`src/rtl/arbitro_vc_pkg.sv`:
```
// Shared encodings and field positions for the VC arbiter, FIFO bank and state machine.
package arbitro_vc_pkg;
   localparam int N_FIFOS  = 4;
   localparam int DATA_W   = 6;
   localparam int DEST_W   = 2;
   localparam int DEST_MSB = DATA_W - 1;
   localparam int DEST_LSB = DATA_W - 2;

   typedef enum logic [1:0] {
      ARB_DISABLED = 2'd0,
      ARB_RUN      = 2'd1,
      ARB_DRAIN    = 2'd2,
      ARB_ILLEGAL  = 2'd3
   } arb_state_t;

   // Index of the set bit in a one-hot 4-bit vector (0 when empty).
   function automatic logic [1:0] onehot_to_idx(input logic [N_FIFOS-1:0] oh);
      logic [1:0] idx;
      idx = '0;
      for (int i = 0; i < N_FIFOS; i++)
         if (oh[i]) idx = 2'(i);
      return idx;
   endfunction
endpackage

```
`src/rtl/arbitro_vc_rr_selector.sv`:
```
// Round-robin pick: first set bit of the eligible mask at or after the pointer.
module rr_selector
   import arbitro_vc_pkg::*;
(
   input  logic [N_FIFOS-1:0] eligible,
   input  logic [1:0]         ptr,
   output logic [N_FIFOS-1:0] grant,
   output logic               valid
);
   // Scan ptr, ptr+1, ... with 2-bit wraparound; first hit wins.
   always_comb begin
      logic [1:0] idx;
      grant = '0;
      valid = 1'b0;
      idx   = '0;
      for (int i = 0; i < N_FIFOS; i++) begin
         idx = ptr + 2'(i);
         if (!valid && eligible[idx]) begin
            grant[idx] = 1'b1;
            valid      = 1'b1;
         end
      end
   end
endmodule

```
`src/rtl/arbitro_vc.sv`:
```
// Round-robin scheduler moving words from 4 input VC FIFOs to 4 destination FIFOs.
module arbitro_vc
   import arbitro_vc_pkg::*;
(
   input  logic                       clk,
   input  logic                       reset,
   input  logic                       active_in,
   input  logic [N_FIFOS-1:0]         fifo_empty,
   input  logic [N_FIFOS*DATA_W-1:0]  fifo_data,
   input  logic [N_FIFOS-1:0]         out_almost_full,
   output logic [N_FIFOS-1:0]         fifo_pop,
   output logic [N_FIFOS-1:0]         out_push,
   output logic [DATA_W-1:0]          out_data,
   output logic [1:0]                 grant_idx,
   output logic [1:0]                 arb_state,
   output logic                       busy
);
   arb_state_t                        state_q, state_d;
   logic [1:0]                        ptr_q;
   logic [N_FIFOS-1:0][DATA_W-1:0]    head;
   logic [N_FIFOS-1:0][DEST_W-1:0]    dest;
   logic [N_FIFOS-1:0]                eligible, grant;
   logic                              grant_vld, xfer;
   logic [1:0]                        gk;

   // Unpack heads and destination fields; an input is eligible when it has
   // data and its destination still has room.
   always_comb begin
      for (int k = 0; k < N_FIFOS; k++) begin
         head[k]     = fifo_data[k*DATA_W +: DATA_W];
         dest[k]     = head[k][DEST_MSB:DEST_LSB];
         eligible[k] = !fifo_empty[k] && !out_almost_full[dest[k]];
      end
   end

   rr_selector u_sel (
      .eligible (eligible),
      .ptr      (ptr_q),
      .grant    (grant),
      .valid    (grant_vld)
   );

   // A transfer happens only in RUN with active_in high and reset released.
   always_comb begin
      xfer     = reset && (state_q == ARB_RUN) && active_in && grant_vld;
      fifo_pop = xfer ? grant : '0;
      gk       = onehot_to_idx(grant);
   end

   // Next-state logic; DRAIN always returns through DISABLED.
   always_comb begin
      state_d = state_q;
      case (state_q)
         ARB_DISABLED: if (active_in)  state_d = ARB_RUN;
         ARB_RUN:      if (!active_in) state_d = ARB_DRAIN;
         ARB_DRAIN:                    state_d = ARB_DISABLED;
         default:                      state_d = ARB_DISABLED;
      endcase
   end

   // State, pointer and registered push path.
   always_ff @(posedge clk) begin
      if (!reset) begin
         state_q   <= ARB_DISABLED;
         ptr_q     <= '0;
         out_push  <= '0;
         out_data  <= '0;
         grant_idx <= '0;
      end else begin
         state_q <= state_d;
         if (state_q == ARB_RUN) begin
            if (xfer) begin
               out_data  <= head[gk];
               out_push  <= N_FIFOS'(1) << dest[gk];
               grant_idx <= gk;
               ptr_q     <= gk + 2'd1;
            end else if (active_in) begin
               out_push  <= '0;
            end
            // On exit (active_in low) the pending push carries into DRAIN.
         end else begin
            out_push <= '0;
         end
      end
   end

   assign arb_state = state_q;
   assign busy      = (state_q != ARB_DISABLED);
endmodule

```
`config.mk`:
```
export PLATFORM = sky130hd
export DESIGN_NAME = arbitro_vc
export DESIGN_NICKNAME = d
export VERILOG_FILES = /design/src/rtl/arbitro_vc_pkg.sv /design/src/rtl/arbitro_vc_rr_selector.sv /design/src/rtl/arbitro_vc.sv
export SDC_FILE = /design/constraint.sdc
export NUM_CORES = 1
export LEC_CHECK = 0
export ABC_AREA = 0
export ABC_CLOCK_PERIOD_IN_PS = 3900
export CAP_MARGIN = 0
export CORE_MARGIN = 10
export CORE_UTILIZATION = 40
export CTS_BUF_LIST = sky130_fd_sc_hd__clkbuf_8
export CTS_CLUSTER_DIAMETER = 200
export CTS_CLUSTER_SIZE = 40
export DETAILED_ROUTE_END_ITERATION = 16
export PLACE_DENSITY = 0.73
export SETUP_SLACK_MARGIN = 0.1
export SLEW_MARGIN = 10
export SYNTH_ARGS = -nofsm -noshare
export SYNTH_HDL_FRONTEND = slang
export SYNTH_SLANG_ARGS = --single-unit
```
`constraint.sdc`:
```
create_clock -name clk -period 3.9 [get_ports clk]
set_clock_uncertainty 0.1 [all_clocks]
set_input_delay 0.78 -clock clk [delete_from_list [all_inputs] [get_ports clk]]
set_output_delay 0.78 -clock clk [all_outputs]
set_load 0.005 [all_outputs]
```
==> run metrics <==
status=completed; syn_nets=203; setup slack after layout=186.4 ps; Hold-fix buffers, CTS=0; CP Depth=10; core area=3311 sq um; Critical Path, Cell by Cell=dlygate4sd2_1, and2b_2, a22o_1, mux4_2, a41oi_4, buf_6, buf_6, nand2_1, a31oi_1, buf_2; met2 routed WL=2604 um; critical path class=primary input to output port; most frequent CP cell=buf_6; crit share post-route=95.22%; Slew headroom=76.73%; post-route insts no fill=294; Via density=5.548; Post-Synth Simple-Gate Area=24.52%; clock share of power=23.2%; total chip power=523.1 uW; Synth Area in Adders=7.319%; Setup WS pre-CTS=-518.3 ps; critical path's slowest cell=mux4_2; CP Max Fanout=4; Pwr Density=230.5 nW/um^2; Netlist cell types=45; row count=21; port buffer count=53; Max Cap Viol=0; min Tclk post-route=3714 ps; initial DRC count=67; total grt overflow=0; routed length on met3=351 um; CTS buffer count=3; worst skew pair latency=240 ps; number of synthesized register bits=16; Die ar.=6158 sq um; Top Layer Used=met4; sequential area share after synthesis=23.42%; startpoint types=primary input; Register-to-Register Path Depth=10; # IOs=54; Internal Pwr Total=361.5 uW; Placed Cells incl. Taps=283; Post-Syn Area per Cell=8.547 sq um; drt total wl=5162 um; Psw=161.5 uW; remaining antenna violation count=0; gr usage total=15.80%; first-pass GRT wire length=8300 um; CP arrival=2830 ps; most frequent cells in the layout=clkdlybuf4s50_1, buf_4, nor2_1, dfxtp_1, nand3_1; DIE WIDTH=78.47 um; RSZ-0062 raised after global routing=false; Worst Path Required=3020 ps; post-DR wirelength/cell=17.56 um; slowest stage delay, CP=550 ps; share of cells above drive strength 1=34.27%; FMAX=0.2693 GHz; CTS tree=built; Die Ht=78.47 um; largest cells by area after synthesis=dfxtp_1, mux2i_1, ha_1; dpl hpwl=4012 um; antenna violations before repair=0; Finished Core Util=68.56%; CTS root buffer=clkbuf_8; Switching Share=30.88%; vias in the first global route=1764; CP bufs+invs=4; final hold vios=0; CTS H-Tree Depth=1; Syn-to-layout area delta=65.97%; Final setup viols=0; cell family with most CP delay=buffers and inverters; cell taking the most area after synthesis=dfxtp_1; static leakage=0.0009921 uW; Clock Sinks=16; Ys Warns=0; largest family of logic cells by synthesized area=compound AO/OA/AOI/OAI gates; Clock Tree Buf Depth=2; total number of vias=1631; post-synth design cell area=1368 sq um; complex-gate fraction of the synthesized area=28.45%; setup TNS=0 ps; Hold Crit Class=flip-flop to flip-flop; GP Congestion=0.8093; largest net degree at the start of global routing=13; Final Max Slew Viols=0; CTS clock-pin slew for the worst setup and hold paths=60 ps; VDD IR max=0.0001377 V; Met1 Wirelength=2136 um; post-synthesis mux area share=13.17%; number of diodes=0; # DRC=0; worst slew pin tran=349.0 ps; synthesized instance count=160; hold path cells=2; Worst setup EP type=output port; Gate power share=43.9%; sequential power share=32.8%; Synth Area in XOR/XNOR=0%; Initial Utilization=41.31%; final-layout fill cell count=284; area share of the largest cell type after synthesis=23.42%; drt first pass iters=4; Final nets=293
-- cell usage after synthesis (all sizes together) --
| library cell | count |
|---|---|
| clkbuf | 3 |
| a22o | 5 |
| nor3b | 1 |
| mux2 | 1 |
| buf | 2 |
| or2b | 1 |
| and2 | 4 |
| a22oi | 4 |
| and3b | 1 |
| a32o | 1 |
| a311oi | 1 |
| mux2i | 12 |
| nor2b | 1 |
| nand2 | 12 |
| a21boi | 2 |
| a21oi | 5 |
| o211a | 2 |
| nand4 | 4 |
| a41oi | 1 |
| a211o | 6 |
| nand3 | 14 |
| a211oi | 5 |
| o211ai | 1 |
| nor2 | 17 |
| ha | 8 |
| a221o | 2 |
| or3 | 2 |
| and2b | 4 |
| a221oi | 2 |
| inv | 4 |
| and3 | 2 |
| or2 | 2 |
| a32oi | 1 |
| mux4 | 2 |
| o21ai | 8 |
| a31oi | 1 |
| dfxtp | 16 |
-- flip-flops by register name (all words and copies together), names as in the netlist --
name	flops
ptr_q	2
out_push	4
out_data	6
arb_state	2
grant_idx	2
-- metal layers --
| layer | vias to the layer above | global-route usage (%) |
|---|---|---|
| met3 | 9 | 3.872 |
| met2 | 70 | 28.78 |
| met4 | 0 | 4.122 |
| met1 | 767 | 17.82 |
| li1 | 785 | - |
| met5 | - | 0 |
-- final timing paths --
kind | start | to | slack (ps)
setup / recovery | fifo_empty[2] | fifo_pop[0] | 190
hold / removal | out_push[2] | out_push[2] | 360
setup reg to reg | ptr_q[1] | out_push[1] | 570
hold reg to reg | out_push[2] | out_push[2] | 360
-- power by group through the flow --
stage / sequential (uW) / combinational, uW / clock, uW
after floorplan: 176 / 95.2 / 0
after global placement: 175 / 198 / 0
after detailed placement: 175 / 205 / 0
after CTS: 172 / 218 / 123
after global routing: 172 / 247 / 130
final: 172 / 230 / 122
-- worst register-to-register path, delay by kind of cell, from the launching register on --
family / cells / cell delay [ps]
DFF: 1 / 330
adders and majority gates: 1 / 410
buffers and inverters: 2 / 310
and+or+nand+nor: 2 / 450
AOI/OAI and AO/OA: 3 / 700
muxes: 2 / 930
-- area by class of cell --
class | instances | area (sq um) | area share [%]
tap | 46 | 57.56 | 2.536
inverter | 4 | 15.01 | 0.6615
timing repair buffer | 90 | 754.5 | 33.24
sequential | 16 | 320.3 | 14.11
multi-input combinational | 135 | 1081 | 47.63
clock buffer | 3 | 41.29 | 1.819
-- logic make-up (layout without fill, tap and decap cells) --
group | Yosys count | in the layout
AND/OR/NAND/NOR | 65 | 65
AO/OA/AOI/OAI | 47 | 47
flip-flops | 16 | 16
multiplexers | 15 | 15
buffers and inverters | 9 | 97
adder cells (fa/ha/maj) | 8 | 8
-- per-stage QoR --
step           hold WS, ps  area [sq um]
2_1_floorplan        346.0          1368
3_3_place_gp         342.0          2146
3_5_place_dp         350.4          2146
4_1_cts              358.7          2258
5_1_grt              393.1          2270
6_report             359.5          2270
-- repair_timing --
item,in CTS,in global routing
setup buffers,8,0
gates resized for setup,47,25
endpoints found under the setup margin,9,8
pin swaps,6,3
Power figures use the tool's default switching activity.
